==> config.mk <==
export PLATFORM = sky130hd
export DESIGN_NAME = frac_clk_div_prog
export DESIGN_NICKNAME = d
export VERILOG_FILES = /design/src/rtl/frac_clk_div_prog.sv
export SDC_FILE = /design/constraint.sdc
export NUM_CORES = 1
export LEC_CHECK = 0
export BUFFER_PORTS_ARGS = -buffer_cell sky130_fd_sc_hd__buf_4
export CAP_MARGIN = 25
export CELL_PAD_IN_SITES_DETAIL_PLACEMENT = 0
export CELL_PAD_IN_SITES_GLOBAL_PLACEMENT = 2
export CORE_MARGIN = 2
export CORE_UTILIZATION = 41
export DETAILED_ROUTE_END_ITERATION = 12
export PLACE_DENSITY = 0.95
export SYNTH_ARGS = -nofsm -noshare
export SYNTH_HDL_FRONTEND = slang
export SYNTH_SLANG_ARGS = --single-unit
export TNS_END_PERCENT = 1
==> constraint.sdc <==
create_clock -name clk_in -period 16.1 [get_ports clk_in]
set_input_delay 4.025 -clock clk_in [delete_from_list [all_inputs] [get_ports clk_in]]
set_output_delay 4.025 -clock clk_in [all_outputs]
set_load 0.03 [all_outputs]
==> src/rtl/frac_clk_div_prog.sv <==
// Runtime-programmable fractional clock divider: clk_out averages M/N clk_in cycles per period.
// Long (D+1) periods are spread through each N-period frame by an accumulator; new configs swap at a period boundary.
module frac_clk_div_prog #(
  parameter int W     = 8,
  parameter int DEF_M = 87,
  parameter int DEF_N = 10
) (
  input  logic         clk_in,
  input  logic         rst,
  input  logic         en,
  input  logic [W-1:0] cfg_m,
  input  logic [W-1:0] cfg_n,
  input  logic         cfg_load,
  output logic         cfg_busy,
  output logic         cfg_err,
  output logic         clk_out,
  output logic         frame_tick
);

  localparam logic [W-1:0] RST_N    = W'(DEF_N);
  localparam logic [W-1:0] RST_D    = W'(DEF_M / DEF_N);
  localparam logic [W-1:0] RST_R    = W'(DEF_M % DEF_N);
  localparam logic [W-1:0] DIV_LAST = W'(W - 1);
  localparam logic [W-1:0] ONE      = W'(1);

  typedef enum logic [1:0] {
    CFG_IDLE,
    CFG_CHECK,
    CFG_DIV,
    CFG_PEND
  } cfg_state_t;

  cfg_state_t   cfg_state;
  logic [W-1:0] req_m;
  logic [W-1:0] req_n;
  logic [W-1:0] div_q;
  logic [W-1:0] div_r;
  logic [W-1:0] div_cnt;
  logic [W:0]   div_trial;
  logic         div_fit;
  logic [W-1:0] div_rem_next;
  logic         req_bad;

  logic [W-1:0] shd_n;
  logic [W-1:0] shd_d;
  logic [W-1:0] shd_r;

  logic [W-1:0] act_n;
  logic [W-1:0] act_d;
  logic [W-1:0] act_r;

  logic         running;
  logic [W-1:0] pcnt;
  logic [W-1:0] p_len;
  logic [W-1:0] p_half;
  logic [W-1:0] acc;
  logic [W-1:0] fcnt;

  logic         last_cyc;
  logic         swap_now;
  logic [W-1:0] use_n;
  logic [W-1:0] use_d;
  logic [W-1:0] use_r;
  logic         frame_wrap;
  logic [W-1:0] base_acc;
  logic [W-1:0] next_fcnt;
  logic [W:0]   acc_sum;
  logic         is_long;
  logic [W-1:0] next_len;
  logic [W-1:0] next_acc;

  assign last_cyc = running && (pcnt == p_len - ONE);
  // Swap only between periods so no single period mixes old and new settings.
  assign swap_now = (cfg_state == CFG_PEND) && (!running || last_cyc);

  assign req_bad      = (req_n == '0) || ({1'b0, req_m} < {req_n, 1'b0});
  assign div_trial    = {div_r, div_q[W-1]};
  assign div_fit      = div_trial >= {1'b0, req_n};
  assign div_rem_next = div_fit ? W'(div_trial - {1'b0, req_n}) : div_trial[W-1:0];

  always_comb begin
    use_n = act_n;
    use_d = act_d;
    use_r = act_r;
    if (swap_now) begin
      use_n = shd_n;
      use_d = shd_d;
      use_r = shd_r;
    end
    frame_wrap = !running || swap_now || (fcnt == act_n - ONE);
    base_acc   = frame_wrap ? '0 : acc;
    next_fcnt  = frame_wrap ? '0 : fcnt + ONE;
    acc_sum    = {1'b0, base_acc} + {1'b0, use_r};
    is_long    = acc_sum >= {1'b0, use_n};
    next_len   = is_long ? use_d + ONE : use_d;
    next_acc   = is_long ? W'(acc_sum - {1'b0, use_n}) : acc_sum[W-1:0];
  end

  always_ff @(posedge clk_in) begin
    if (!rst) begin
      cfg_state <= CFG_IDLE;
      cfg_busy  <= 1'b0;
      cfg_err   <= 1'b0;
      req_m     <= '0;
      req_n     <= '0;
      div_q     <= '0;
      div_r     <= '0;
      div_cnt   <= '0;
      shd_n     <= RST_N;
      shd_d     <= RST_D;
      shd_r     <= RST_R;
    end else begin
      cfg_err <= 1'b0;
      case (cfg_state)
        CFG_IDLE: begin
          if (cfg_load) begin
            req_m     <= cfg_m;
            req_n     <= cfg_n;
            cfg_busy  <= 1'b1;
            cfg_state <= CFG_CHECK;
          end
        end
        CFG_CHECK: begin
          if (req_bad) begin
            cfg_err   <= 1'b1;
            cfg_busy  <= 1'b0;
            cfg_state <= CFG_IDLE;
          end else begin
            div_q     <= req_m;
            div_r     <= '0;
            div_cnt   <= '0;
            cfg_state <= CFG_DIV;
          end
        end
        CFG_DIV: begin
          // Restoring divide: one quotient bit per cycle, MSB first.
          div_q   <= {div_q[W-2:0], div_fit};
          div_r   <= div_rem_next;
          div_cnt <= div_cnt + ONE;
          if (div_cnt == DIV_LAST) begin
            shd_n     <= req_n;
            shd_d     <= {div_q[W-2:0], div_fit};
            shd_r     <= div_rem_next;
            cfg_state <= CFG_PEND;
          end
        end
        CFG_PEND: begin
          if (swap_now) begin
            cfg_busy  <= 1'b0;
            cfg_state <= CFG_IDLE;
          end
        end
        default: cfg_state <= CFG_IDLE;
      endcase
    end
  end

  always_ff @(posedge clk_in) begin
    if (!rst) begin
      act_n      <= RST_N;
      act_d      <= RST_D;
      act_r      <= RST_R;
      running    <= 1'b0;
      pcnt       <= '0;
      p_len      <= RST_D;
      p_half     <= '0;
      acc        <= '0;
      fcnt       <= '0;
      clk_out    <= 1'b0;
      frame_tick <= 1'b0;
    end else begin
      if (swap_now) begin
        act_n <= shd_n;
        act_d <= shd_d;
        act_r <= shd_r;
      end
      frame_tick <= 1'b0;
      if (running && !last_cyc) begin
        pcnt    <= pcnt + ONE;
        clk_out <= (pcnt + ONE) < p_half;
      end else if (en) begin
        // Period start: the first cycle is already high, so the rise is registered on this edge.
        running    <= 1'b1;
        pcnt       <= '0;
        p_len      <= next_len;
        p_half     <= next_len >> 1;
        acc        <= next_acc;
        fcnt       <= next_fcnt;
        clk_out    <= (next_len >> 1) != '0;
        frame_tick <= next_fcnt == '0;
      end else begin
        running <= 1'b0;
        pcnt    <= '0;
        acc     <= '0;
        fcnt    <= '0;
        clk_out <= 1'b0;
      end
    end
  end

endmodule

Word-level counts from Yosys, hierarchy flattened:

Cells that the tools add are included.

* add/sub/neg operators: 9
* multiply operators: 0
* div/mod/pow operators: 0
* $lt $le $gt $ge: 4
* eq/ne operators: 11
* shift operators: 0
* mux-type cells: 28
* bitwise logic cells: 3
* reductions and logical operators: 24

Operators with widths (number)
* 8-bit 2-to-1 mux: 12
* 8-bit one-hot mux with 2 select lines: 3
* 8-bit by 1-bit adder with 8-bit output (second input constant): 4
* 9-bit by 8-bit greater-or-equal comparator with 1-bit output: 2
* 8-bit == test: 2
* 8-bit zero test: 2
* 8-bit by 1-bit subtractor with 8-bit output (second input constant): 2
* 8-bit subtractor: 2
* 2-bit AND reduction: 6
* 2-bit != test (second input constant): 5
* 8-bit by 8-bit adder with 9-bit output: 1
* 8-bit by 9-bit less-than comparator with 1-bit output: 1
* 8-bit by 3-bit == test with 1-bit output (second input constant): 1
* 8-bit by 7-bit less-than comparator with 1-bit output: 1
* 2-bit 2-to-1 mux: 4
* 2-bit one-hot mux with 4 select lines: 1
* 8-bit nonzero test: 1
* 1-bit 2-to-1 mux: 7
* 2-bit == test (second input constant): 2
* 1-bit logical OR: 4
* 4-bit AND reduction: 1
* 1-bit logical AND: 3
* 1-bit inverter: 3
* 1-bit one-hot mux with 3 select lines: 1
* other kinds (7): 8

* register bits: 134
* bits in latches: 0
* bits in writable memories: 0
* memory bits (read-only): 0
* bits of input ports: 20
* output and inout port bits: 4
* word-level logic and storage cells: 101
* memories: 0

Depth between registers and ports, before layout:

Gate-level depths: netlist of run 1.

* word-level depth: 14
* mapped depth: 29
* mapped depth without buffers: 26

Worst setup path after synthesis of run 1:

Ideal clock, no wire load.

* kind: register to register
* start point: register p_len[0]
* end point: register clk_out
* setup time: 0.124 ns
* arrival: 5.601 ns
* required time: 15.976 ns
* setup slack: 10.376 ns
* stages on the path, launching flop included: 29
* path buffers: 3
* clock period less this slack: 5.724 ns
* cells stage by stage: dfxtp_1 -> inv_1 -> ha_1 -> o21ba_1 -> a221oi_1 -> a41oi_1 -> o41ai_4 -> and2_1 -> buf_6 -> and3b_1 -> clkbuf_1 -> and2_1 -> ha_1 -> fa_1 -> a211oi_1 -> o21bai_1 -> a21oi_1 -> xnor2_1 -> ha_1 -> nand4_1 -> o21ai_0 -> a21oi_1 -> and3_1 -> clkbuf_1 -> or3_1 -> xor2_1 -> mux2i_1 -> nor4_1 -> a21oi_1

* word-level cells in the longest chain between the ends: 14
* elaborated cells on any way between the ends: 20
* classes of those cells: add/sub (3); order compare (1); eq/ne (1); mux (7); reduce/logical (8)

Ends and longest elaborated chain
* start, declared: line 54 `logic [W-1:0] p_len;`
* start signal, assigned: line 185 `p_len <= next_len;`
* 8-bit by 1-bit subtractor with 8-bit output *: line 72 `assign last_cyc = running && (pcnt == p_len - ONE);`
* 8-bit == test *: line 72
* 1-bit logical AND *: line 72
* 1-bit logical OR: line 74 `assign swap_now = (cfg_state == CFG_PEND) && (!running || last_cyc);`
* 1-bit logical AND: line 74
* 1-bit logical OR (2 in a row): line 90 `frame_wrap = !running || swap_now || (fcnt == act_n - ONE);`
* 8-bit 2-to-1 mux: line 91 `base_acc = frame_wrap ? '0 : acc;`
* 8-bit by 8-bit adder with 9-bit output: line 93 `acc_sum = {1'b0, base_acc} + {1'b0, use_r};`
* 9-bit by 8-bit greater-or-equal comparator with 1-bit output: line 94 `is_long = acc_sum >= {1'b0, use_n};`
* 8-bit 2-to-1 mux: line 95 `next_len = is_long ? use_d + ONE : use_d;`
* 8-bit nonzero test: line 189 `clk_out <= (next_len >> 1) != '0;`
* 1-bit 2-to-1 mux: line 181 `end else if (en) begin`
* 1-bit 2-to-1 mux *: line 178 `if (running && !last_cyc) begin`
* end signal, assigned: line 180 `clk_out <= (pcnt + ONE) < p_half;`
* end, declared: line 16 `output logic clk_out,`

Mark *: on every way between the ends. The rest lies on a longest branch, timed or not.
A chain may end at the register's enable or synchronous reset.

Final worst setup path of run 1:

* start point: register p_len[0]
* end point: register p_half[2]

* word-level cells in the longest chain between the ends: 11
* elaborated cells on any way between the ends: 19
* classes of those cells: add/sub (3); order compare (1); eq/ne (1); mux (5); bitwise (1); reduce/logical (8)

Ends and longest elaborated chain
* 8-bit by 1-bit subtractor with 8-bit output *: line 72
* 8-bit == test *: line 72
* 1-bit logical AND *: line 72
* 1-bit logical OR: line 74
* 1-bit logical AND: line 74
* 1-bit logical OR (2 in a row): line 90
* 8-bit 2-to-1 mux: line 91
* 8-bit by 8-bit adder with 9-bit output: line 93
* 9-bit by 8-bit greater-or-equal comparator with 1-bit output: line 94
* 8-bit 2-to-1 mux: line 95
* end signal, assigned: line 186 `p_half <= next_len >> 1;`
* end, declared: line 55 `logic [W-1:0] p_half;`

Marked as above.

==> out/summary.txt, run 1 <==
outcome -> finished clean
type of the worst setup path -> reg -> reg
most used flip-flop cell after synthesis -> sky130_fd_sc_hd__dfxtp_1
Startpoint Class -> flop
number of design-rule violations left by the first detailed-router iteration -> 296
crit path DAT -> 7470 ps
placer congestion estimate -> 0.864
final setup skew -> 16.7 ps
setup slack after layout -> 8960 ps
die area -> 18,500 sq um
Final Hold Violating Endpoints -> 0
Post-Synthesis Mean Instance Area -> 8.24 sq um
final period utilization -> 44.4%
P&R area growth vs syn -> 13.5%
floorplan die width -> 136 um
data required time of the critical path -> 16,420 ps
clk root buf -> sky130_fd_sc_hd__clkbuf_16
post-synth cell types -> 64
DR pass1 iterations -> 4
number of rows created at floorplan -> 48
Total Nets Final -> 936
via count of the first global-routing pass -> 5,679
floorplan die height -> 136 um
flop and latch count out of synthesis -> 128
global-route wire length before repair -> 28.8 mm
Fin Setup TNS -> 0 ps
fraction of synthesis flops using an asynchronous set or reset pin -> 0%
register area share after synthesis -> 35.9%
routed via count divided by cell count -> 5.36
clock slew at reported path FFs -> 60 ps
CTS sink count -> 128
number of CTS-inserted buffers -> 17
Power Density -> 110 nW/um^2
initial antenna violation count -> 0
number of standard cells in the final layout excluding fillers -> 1,109
peak supply drop -> 71.7 uV
Final ANT Viol Nets -> 0
number of flops mapped to enable cells by yosys -> 0
Netlist Area Pre-Place -> 7130 sq um
Tightest Pin Transition -> 950 ps
synthesized netlist net count -> 930
path type of the worst min-delay path -> reg -> reg
Static Leakage -> 3.22 nW
total power -> 0.000889 W
upper clock frequency limit -> 140 MHz
maximum number of pins on one net before global-route repair -> 67
Global Route Usage Sum -> 19.7%
Post-Syn Instances -> 865
number of ports placed on the die boundary -> 24
worst slack at placement -> 9010 ps
highest-count cells in the layout ignoring fill and taps -> sky130_fd_sc_hd__dfxtp_1 (128), sky130_fd_sc_hd__nand2_1 (124), sky130_fd_sc_hd__a21oi_1 (75)
post-detailed-placement half-perimeter wirelength -> 12.4 mm
critical-path maximum fanout -> 37
Post-CTS Repair Setup Buffers -> 0
total number of vias -> 5,945
maximum level of the CTS H-tree -> 4
count of maximum capacitance violations -> 0
placeable core region -> 17,200 sq um
quantity of hold-fixing buffers added after cts -> 0
routed length per placed instance -> 15.6 um
count of buffers from port buffering -> 23
number of gates resized after cts -> 0
Final Max Tran Viols -> 0
clock period minus worst slack -> 7140 ps
number of warnings reported in the yosys synthesis log -> 0
clock latency on the worst-skew pair -> 420 ps
final WL -> 17.3 mm
Finish-stage setup viols -> 0
# placed instances -> 1,076
share of layout cells above drive strength 1 -> 10.1%
# DRC -> 0
category of the worst setup path capture point -> flop
GRT Residual Overflow -> 0
maximum clock path buffer count -> 2
most common cell after layout, fill and taps aside -> sky130_fd_sc_hd__dfxtp_1
Initial Utilization -> 41.5%
RSZ-0062 raised after global routing -> no
CTS tree -> built
Inserted Diodes -> 0
Layout Utilization -> 47.1%
worst rel slew slack -> 36.5%
-- per-layer routing --
metal	vias up	track usage [%]	routed length, um
li1	3059	-	-
met1	2786	26.7	8440
met2	90	31.7	7980
met3	10	4.62	680
met4	0	4.98	165
met5	-	0	0
-- through the flow --
step	hold WS (ps)	instance area, sq um
after global routing	482	8090
after global placement	433	7450
after floorplan	417	7130
final	441	8090
after detailed placement	434	7450
after CTS	448	8080
-- critical path, cell delays in order (launching register included) --
cell and delay (ps):
sky130_fd_sc_hd__dfxtp_1 410, sky130_fd_sc_hd__inv_1 70, sky130_fd_sc_hd__ha_1 270, sky130_fd_sc_hd__o21ba_1 200
sky130_fd_sc_hd__a221oi_1 280, sky130_fd_sc_hd__a41oi_1 110, sky130_fd_sc_hd__o41ai_4 510, sky130_fd_sc_hd__and2_2 860
sky130_fd_sc_hd__and3b_1 390, sky130_fd_sc_hd__and2_1 220, sky130_fd_sc_hd__ha_1 210, sky130_fd_sc_hd__fa_1 420
sky130_fd_sc_hd__a211oi_1 350, sky130_fd_sc_hd__o21bai_1 130, sky130_fd_sc_hd__a21oi_1 180, sky130_fd_sc_hd__xnor2_1 160
sky130_fd_sc_hd__ha_1 320, sky130_fd_sc_hd__nand4_1 110, sky130_fd_sc_hd__o21ai_0 80, sky130_fd_sc_hd__a21oi_1 300
sky130_fd_sc_hd__and3_1 610, sky130_fd_sc_hd__nor3_1 140, sky130_fd_sc_hd__mux2i_1 200, sky130_fd_sc_hd__o311a_1 240
sky130_fd_sc_hd__nor2_1 60, sky130_fd_sc_hd__a211oi_1 210
-- final timing paths --
| path | startpoint | cells past startpoint | end | slack [ps] |
|---|---|---|---|---|
| worst max-delay path | p_len[0] | 25 | p_half[2] | 8960 |
| worst min-delay path | acc[3] | 2 | acc[3] | 440 |
| worst max register to register | p_len[0] | 25 | p_half[2] | 8960 |
| worst min register to register | acc[3] | 2 | acc[3] | 440 |
-- where the power goes --
part | internal, W | leakage (nW) | switching [W] | total (W)
sequential | 0.000328 | 1.04 | 0.00000999 | 0.000338
clock | 0.000264 | 0.297 | 0.000148 | 0.000412
combinational | 0.0000557 | 1.88 | 0.0000835 | 0.000139
total | 0.000647 | 3.22 | 0.000241 | 0.000889
-- cells in the mapped netlist, drive strengths merged, types with 16 or more instances --
master	n	share of area [%]
mux2i	27	3.8
xnor2	22	2.7
nor2	74	3.9
dfxtp	128	36
nor3	16	1.1
nand3	23	1.6
inv	31	1.6
clkbuf	35	1.8
and2	26	2.3
nand2	125	6.6
xor2	29	3.6
a21oi	75	5.3
ha	42	7.4
o21ai	52	3.7
-- logic make-up after synthesis --
logic type	Yosys count	share of synthesized area (%)
adder cells (fa/ha/maj)	45	8.21
AO/OA/AOI/OAI	204	18.3
AND/OR/NAND/NOR	326	21.5
flip-flops	128	35.9
multiplexers	38	5.53
buffers and inverters	73	4.30
XOR/XNOR	51	6.27
-- layout make-up --
cell class              instances  area, sq um
clock buffers                  20          447
clock inverters                12          183
fillers                      1721         9080
inverters                      31          116
multi-input cells             664         4280
flip-flops and latches        128         2560
well taps                     225          282
repair buffers                 29          224
(Power assumes the default switching activity.)
==> run 2, diff against run 1 <==
--- a/config.mk
+++ b/config.mk
@@ -5,14 +5,15 @@
 export SDC_FILE = /design/constraint.sdc
 export NUM_CORES = 1
 export LEC_CHECK = 0
+export ABC_AREA = 1
 export BUFFER_PORTS_ARGS = -buffer_cell sky130_fd_sc_hd__buf_4
 export CAP_MARGIN = 25
 export CELL_PAD_IN_SITES_DETAIL_PLACEMENT = 0
 export CELL_PAD_IN_SITES_GLOBAL_PLACEMENT = 2
 export CORE_MARGIN = 2
-export CORE_UTILIZATION = 41
+export CORE_UTILIZATION = 36
 export DETAILED_ROUTE_END_ITERATION = 12
-export PLACE_DENSITY = 0.95
+export PLACE_DENSITY = 0.92
 export SYNTH_ARGS = -nofsm -noshare
 export SYNTH_HDL_FRONTEND = slang
 export SYNTH_SLANG_ARGS = --single-unit
==> constraint.sdc (replaced) <==
create_clock -name clk_in -period 6.82 [get_ports clk_in]
set_input_delay 1.705 -clock clk_in [delete_from_list [all_inputs] [get_ports clk_in]]
set_output_delay 1.705 -clock clk_in [all_outputs]
set_load 0.03 [all_outputs]
==> run 2 against run 1 <==
Sequential cell count unchanged. Count of clock-buffer cells in the layout unchanged. Maximum frequency increased by 21%. Synthesized cell count increased by 17%. Via count increased by 2.7%. Core utilization decreased by 5.1 points. Worst setup slack got worse by 8000 ps. Area after synthesis decreased by 0.63%. Sequential power increased by 140%. Clock skew decreased by 6.9 ps. First-iteration DRC count increased by 6.8%. Critical path type unchanged.
==> out/summary.txt, run 2 <==
outcome -> finished clean
final WL -> 17.1 mm (-1.3%)
setup slack after layout -> 910 ps (-8050 ps)
Fin Setup TNS -> 0 ps (unchanged)
RSZ-0062 raised after global routing -> no
count of cells along the worst register-to-register path -> 41 (+64%)
count of buffers from port buffering -> 23 (unchanged)
GRT Residual Overflow -> 0 (unchanged)
maximum clock path buffer count -> 2 (unchanged)
type of the worst setup path -> reg -> reg
cell repeated most along the worst path -> sky130_fd_sc_hd__nand2_1
maximum level of the CTS H-tree -> 4 (unchanged)
Startpoint Class -> flop
Crit-path slowest cell -> sky130_fd_sc_hd__dfxtp_1
count of maximum capacitance violations -> 0 (unchanged)
clock slew at reported path FFs -> 60 ps (about the same)
Global Route Usage Sum -> 17.5% (-2.2 points)
worst hold path cell count -> 2 (unchanged)
CTS tree -> built
most common cell after layout, fill and taps aside -> sky130_fd_sc_hd__nand2_1
commonest cells in the netlist -> sky130_fd_sc_hd__nand2_1 (183), sky130_fd_sc_hd__inv_1 (152), sky130_fd_sc_hd__dfxtp_1 (128)
arithmetic-cell share of the synthesized area counting full adders, half adders and majority gates -> 8.27% (+0.052 points)
Post-CTS Repair Setup Buffers -> 0 (unchanged)
detailed route wirelength on metal2 -> 7.18 mm (-10%)
CTS sink count -> 128 (unchanged)
Post-Synthesis Mean Instance Area -> 7.02 sq um (-15%)
register area share after synthesis -> 36.2% (+0.23 points)
Netlist Area Pre-Place -> 7080 sq um (-0.63%)
global-route wire length before repair -> 28.5 mm (-1.1%)
number of design-rule violations left by the first detailed-router iteration -> 316 (+6.8%)
crit path DAT -> 6230 ps (-1240 ps)
worst rel slew slack -> 39.9% (+3.4 points)
top layer reached by signal wires -> met4
clock latency on the worst-skew pair -> 420 ps (about the same)
Total Nets Final -> 1,085 (+16%)
most instantiated library cell after synthesis -> sky130_fd_sc_hd__nand2_1
FF+latch area -> 2560 sq um (unchanged)
Initial Utilization -> 36.5% (-5.0 points)
number of rows created at floorplan -> 51 (+6.3%)
upper clock frequency limit -> 169 MHz (+21%)
Finish-stage setup viols -> 0 (unchanged)
area of the multi-input gates -> 3770 sq um (-12%)
routed via count divided by cell count -> 4.70 (-12%)
switching part of the total -> 29.5% (+2.3 points)
endpoint of the worst hold-timing path -> req_m[0]
top post-synthesis cells by area -> sky130_fd_sc_hd__dfxtp_1 (36%), sky130_fd_sc_hd__nand2_1 (9.7%), sky130_fd_sc_hd__inv_1 (8.1%)
peak supply drop -> 157 uV (+120%)
floorplan die width -> 144 um (+6.2%)
floorplan die height -> 144 um (+6.2%)
Static Leakage -> 3.72 nW (+15%)
number of warnings reported in the yosys synthesis log -> 0 (unchanged)
clk root buf -> sky130_fd_sc_hd__clkbuf_16
area share of xor/xnor cells in the synthesized design -> 4.33% (-1.9 points)
Final ANT Viol Nets -> 0 (unchanged)
Tightest Pin Transition -> 900 ps (-49.7 ps)
fraction of synthesis flops using an asynchronous set or reset pin -> 0% (unchanged)
highest-count cells in the layout ignoring fill and taps -> sky130_fd_sc_hd__nand2_1 (183), sky130_fd_sc_hd__inv_1 (151), sky130_fd_sc_hd__dfxtp_1 (128)
# placed instances -> 1,266 (+18%)
Compound-Gate Fraction of Synth Area -> 17.0% (-1.3 points)
flop and latch count out of synthesis -> 128 (unchanged)
number of CTS-inserted buffers -> 17 (unchanged)
Inserted Diodes -> 0 (unchanged)
critical-path maximum fanout -> 26 (-30%)
path type of the worst min-delay path -> reg -> reg
cell taking the most area after synthesis -> sky130_fd_sc_hd__dfxtp_1
largest family of logic cells by synthesized area -> simple AND/OR/NAND/NOR gates
length of routed met3 wiring -> 530 um (-22%)
power share of the clock group -> 44.9% (-1.4 points)
quantity of hold-fixing buffers added after cts -> 0 (unchanged)
net load switching power -> 0.000694 W (+190%)
number of gates resized after cts -> 0 (unchanged)
die area -> 20,800 sq um (+13%)
worst slack at placement -> 874 ps (-8130 ps)
Reg2Reg Launch Point -> p_len[1]
reg2reg setup slack -> 910 ps (-8050 ps)
longest individual stage delay on the worst path -> 380 ps (-480 ps)
hold wc startpoint -> req_m[0]
maximum number of pins on one net before global-route repair -> 58 (-13%)
part of the total power dissipated in sequential elements -> 34.9% (-3.1 points)
data required time of the critical path -> 7140 ps (-9280 ps)
total number of vias -> 6,104 (+2.7%)
combinational fraction of design power -> 20.1% (+4.4 points)
DR pass1 iterations -> 4 (unchanged)
P&R area growth vs syn -> 15.0%
Final Hold Violating Endpoints -> 0 (unchanged)
total power -> 0.00236 W (+170%)
endpoint of the most critical register-to-register path -> clk_out
number of inserted filler cells in the final layout -> 2,071 (+20%)
final period utilization -> 86.7% (+42 points)
number of standard cells in the final layout excluding fillers -> 1,298 (+17%)
post-detailed-placement half-perimeter wirelength -> 12.6 mm (+1.6%)
category of the worst setup path capture point -> flop
placer congestion estimate -> 0.821 (-4.9%)
final setup skew -> 9.83 ps (-6.87 ps)
routed length per placed instance -> 13.1 um (-16%)
via count of the first global-routing pass -> 5,692 (+0.23%)
placeable core region -> 19,400 sq um (+13%)
post-synth top area share -> 36.2% (+0.23 points)
Synth Area in Simple Gates -> 23.4% (+1.9 points)
Final Max Tran Viols -> 0 (unchanged)
most used flip-flop cell after synthesis -> sky130_fd_sc_hd__dfxtp_1
internal portion of total power -> 0.00166 W (+160%)
M1 WL -> 9.12 mm (+8.0%)
multiplexer share of the synthesized area -> 0.283% (-5.2 points)
synthesized netlist net count -> 1,074 (+15%)
Power Density -> 289 nW/um^2 (+160%)
clock period minus worst slack -> 5910 ps (-1230 ps)
Post-Syn Instances -> 1,009 (+17%)
post-synth cell types -> 44 (-31%)
number of ports placed on the die boundary -> 24 (unchanged)
number of flops mapped to enable cells by yosys -> 0 (unchanged)
share of layout cells above drive strength 1 -> 7.94% (-2.1 points)
initial antenna violation count -> 0 (unchanged)
# DRC -> 0 (unchanged)
==> run 2: cell types whose count changed after synthesis, moves of 11 or more <==
| cell | change |
|---|---|
| sky130_fd_sc_hd__nor2_1 | +32 |
| sky130_fd_sc_hd__nand2_1 | +59 |
| sky130_fd_sc_hd__inv_1 | +121 |
| sky130_fd_sc_hd__o21ai_1 | +19 |
| sky130_fd_sc_hd__mux2i_1 | -25 |
| sky130_fd_sc_hd__and2_1 | -22 |
| sky130_fd_sc_hd__nand3_1 | +31 |
| sky130_fd_sc_hd__mux2_2 | -11 |
| sky130_fd_sc_hd__o21ai_0 | +23 |
==> run 2: routing by layer <==
| metal | global-route usage [%] | up-vias |
|---|---|---|
| li1 | - | 3295 |
| met1 | 25.3 | 2717 |
| met2 | 26.2 | 75 |
| met3 | 3.34 | 17 |
| met4 | 5.52 | 0 |
| met5 | 0 | - |
==> run 2: kinds of logic (layout without fill, tap and decap cells) <==
family,count (synthesis),after routing
AOI/OAI and AO/OA,218,218
xor gates and xnor gates,35,35
adders and majority gates,45,45
buffers and inverters,193,217
DFF,128,128
muxes,2,2
and+or+nand+nor,388,388
==> run 2: worst max-delay path, delay by kind of cell, from the launching register on <==
kind | cells | cell delay (ps)
and+or+nand+nor | 24 | 2410
buffers and inverters | 8 | 1020
adders and majority gates | 3 | 960
AOI/OAI and AO/OA | 5 | 910
DFF | 1 | 380
xor gates and xnor gates | 1 | 150
==> run 2: worst max path at each step <==
stage,from,endpoint,slack (ps),depth (start not counted)
floorplan,p_len[0],clk_out,1900,43
global placement,p_len[1],clk_out,1050,41
detailed placement,p_len[0],clk_out,870,41
CTS,p_len[0],clk_out,850,41
global route,p_len[1],clk_out,80,41
finish,p_len[1],clk_out,910,41
==> run 2: power by group through the flow <==
stage / sequential [W] / combinational (W) / clock, W
after global routing: 0.000829 / 0.000543 / 0.00111
after floorplan: 0.000836 / 0.000357 / 0
after detailed placement: 0.000839 / 0.000475 / 0
after CTS: 0.000823 / 0.000477 / 0.00108
after global placement: 0.000839 / 0.000477 / 0
final: 0.000823 / 0.000474 / 0.00106
==> run 2: stage by stage <==
stage / area [sq um] / util (%) / hold slack (ps)
6_report: 8150 / 42.0 / 469
5_1_grt: 8150 / 42.0 / 479
4_1_cts: 8150 / 42.0 / 470
3_5_place_dp: 7460 / 38.5 / 461
3_3_place_gp: 7460 / 38.5 / 455
2_1_floorplan: 7080 / - / 425
==> run 2: layout make-up <==
class | count | area share [%]
Clock buffer | 20 | 5.61
Sequential cell | 128 | 31.5
Clock inverter | 12 | 2.80
Inverter | 159 | 7.33
Multi-Input combinational cell | 688 | 46.3
Timing Repair Buffer | 26 | 2.40
Tap cell | 265 | 4.07
==> run 3, diff against run 2 <==
--- a/config.mk
+++ b/config.mk
@@ -8,10 +8,10 @@
 export ABC_AREA = 1
 export BUFFER_PORTS_ARGS = -buffer_cell sky130_fd_sc_hd__buf_4
 export CAP_MARGIN = 25
-export CELL_PAD_IN_SITES_DETAIL_PLACEMENT = 0
-export CELL_PAD_IN_SITES_GLOBAL_PLACEMENT = 2
-export CORE_MARGIN = 2
-export CORE_UTILIZATION = 36
+export CELL_PAD_IN_SITES_DETAIL_PLACEMENT = 1
+export CELL_PAD_IN_SITES_GLOBAL_PLACEMENT = 1
+export CORE_MARGIN = 3
+export CORE_UTILIZATION = 46
 export DETAILED_ROUTE_END_ITERATION = 12
 export PLACE_DENSITY = 0.92
 export SYNTH_ARGS = -nofsm -noshare
==> run 3 against run 2 <==
Clock skew down 1.8 ps. Non-clock buffer count unchanged. Power down 5.1%.
==> out/summary.txt, run 3 (synthesis gave the netlist of run 2 again) <==
outcome -> finished clean
Inserted Diodes -> 0 (unchanged)
maximum level of the CTS H-tree -> 4 (unchanged)
top layer reached by signal wires -> met4
Global Route Usage Sum -> 25.4% (+7.9 points)
Static Leakage -> 3.65 nW (-1.8%)
share of layout cells above drive strength 1 -> 7.95% (about the same)
number of rows created at floorplan -> 44 (-14%)
routed via count divided by cell count -> 5.52 (+17%)
Crit-path slowest cell -> sky130_fd_sc_hd__o311ai_1
number of inserted filler cells in the final layout -> 1,951 (-5.8%)
CTS tree -> built
final WL -> 20.2 mm (+18%)
GRT Residual Overflow -> 0 (unchanged)
maximum number of pins on one net before global-route repair -> 52 (-10%)
Power Density -> 281 nW/um^2 (-2.7%)
data required time of the critical path -> 7140 ps (about the same)
M1 WL -> 9.32 mm (+2.2%)
hold wc startpoint -> div_r[7]
number of ports placed on the die boundary -> 24 (unchanged)
# placed instances -> 1,185 (-6.4%)
number of design-rule violations left by the first detailed-router iteration -> 311 (-1.6%)
floorplan die height -> 130 um (-9.8%)
routed length per placed instance -> 16.6 um (+26%)
final period utilization -> 89.2% (+2.6 points)
upper clock frequency limit -> 164 MHz (-2.9%)
crit path DAT -> 6410 ps (+180 ps)
initial antenna violation count -> 0 (unchanged)
RSZ-0062 raised after global routing -> no
type of the worst setup path -> reg -> reg
Total Nets Final -> 1,085 (unchanged)
Startpoint Class -> flop
Final Max Tran Viols -> 0 (unchanged)
buffer and inverter count on the worst path -> 6 (-2)
P&R area growth vs syn -> 12.1%
worst hold path cell count -> 2 (unchanged)
longest individual stage delay on the worst path -> 390 ps (about the same)
Initial Utilization -> 47.8% (+11 points)
setup slack after layout -> 735 ps (-176 ps)
category of the worst setup path capture point -> flop
cell repeated most along the worst path -> sky130_fd_sc_hd__nand2_1
floorplan die width -> 130 um (-9.8%)
Tightest Pin Transition -> 913 ps (+12.7 ps)
count of buffers from port buffering -> 23 (unchanged)
highest-count cells in the layout ignoring fill and taps -> sky130_fd_sc_hd__nand2_1 (183), sky130_fd_sc_hd__inv_1 (150), sky130_fd_sc_hd__dfxtp_1 (128)
total number of vias -> 6,711 (+9.9%)
critical-path maximum fanout -> 38 (+46%)
instance area at placement -> 7360 sq um (-1.4%)
peak supply drop -> 193 uV (+23%)
Fin Setup TNS -> 0 ps (unchanged)
placeable core region -> 14,800 sq um (-24%)
Layout Utilization -> 53.6% (+12 points)
worst rel slew slack -> 39.1% (-0.84 points)
CP Depth -> 38 (-7.3%)
path type of the worst min-delay path -> reg -> reg
worst slack at placement -> 884 ps (+10.6 ps)
via count of the first global-routing pass -> 6,985 (+23%)
count of cells along the worst register-to-register path -> 38 (-7.3%)
category of cells accounting for the largest share of critical-path delay -> simple AND/OR/NAND/NOR gates
post-detailed-placement half-perimeter wirelength -> 14.0 mm (+11%)
Finish-stage setup viols -> 0 (unchanged)
length of routed met3 wiring -> 836 um (+58%)
Crit. Startpoint -> p_len[0]
Final ANT Viol Nets -> 0 (unchanged)
placer congestion estimate -> 0.851 (+3.6%)
clock slew at reported path FFs -> 60 ps (about the same)
number of standard cells in the final layout excluding fillers -> 1,216 (-6.3%)
count of maximum capacitance violations -> 0 (unchanged)
final setup skew -> 8.04 ps (-1.79 ps)
Reg2Reg Launch Point -> p_len[0]
die area -> 16,900 sq um (-19%)
CTS sink count -> 128 (unchanged)
# DRC -> 0 (unchanged)
DR pass1 iterations -> 5 (+1)
detailed route wirelength on metal2 -> 9.64 mm (+34%)
global-route wire length before repair -> 34.1 mm (+20%)
clk root buf -> sky130_fd_sc_hd__clkbuf_16
clock latency on the worst-skew pair -> 430 ps (about the same)
number of CTS-inserted buffers -> 17 (unchanged)
most common cell after layout, fill and taps aside -> sky130_fd_sc_hd__nand2_1
Final Hold Violating Endpoints -> 0 (unchanged)
maximum clock path buffer count -> 2 (unchanged)
clock period minus worst slack -> 6090 ps (+176 ps)
final instance area -> 7940 sq um (-2.5%)
## run 3: power breakdown
| part | total, W | switching, W | leakage (nW) | internal [W] |
|---|---|---|---|---|
| clock network | 0.000905 | 0.000359 | 0.268 | 0.000546 |
| logic | 0.000505 | 0.000344 | 2.34 | 0.000161 |
| registers | 0.000824 | 0.0000302 | 1.04 | 0.000794 |
| total | 0.00223 | 0.000733 | 3.65 | 0.00150 |
## run 3: cell type report
type,instances,area [sq um],area share [%]
Clock buffer,19,443,5.58
Clock inverter,12,138,1.73
Inverter,159,597,7.52
Sequential cell,128,2560,32.3
Tap cell,184,230,2.90
Timing Repair Buffer,26,195,2.46
Multi-Input combinational cell,688,3770,47.5
## run 3: worst paths after layout
check             slack (ps)       end
setup reg to reg         730   clk_out
hold reg to reg          470  div_r[7]
setup / recovery         730   clk_out
hold / removal           470  div_r[7]
## run 3: timing repair
| item | CTS | global route |
|---|---|---|
| hold buffers | 0 | 0 |
| buffers inserted | 0 | 0 |
| endpoints found under the hold margin | 0 | 0 |
| setup endpoints to repair | 0 | 1 |
| resized for setup | 0 | 1 |
## run 3: routing by layer
metal / global-route usage, % / vias to the layer above
met2: 42.2 / 150
met5: 0 / -
li1: - / 3313
met4: 9.05 / 0
met3: 5.49 / 35
met1: 32.6 / 3213
## run 3: stage by stage
stage,hold slack (ps),power (W)
floorplan,425,0.00119
global placement,452,0.00130
detailed placement,462,0.00133
CTS,473,0.00225
global route,482,0.00235
finish,472,0.00223
## run 3: worst reg2reg max path: cells and delay by family, from the launching register on
kind                     cells  cell delay, ps
AO/OA/AOI/OAI                5             960
XOR/XNOR                     2             370
adder cells (fa/ha/maj)      3             930
buffers and inverters        6             840
flip-flops                   1             340
AND/OR/NAND/NOR             22            2530
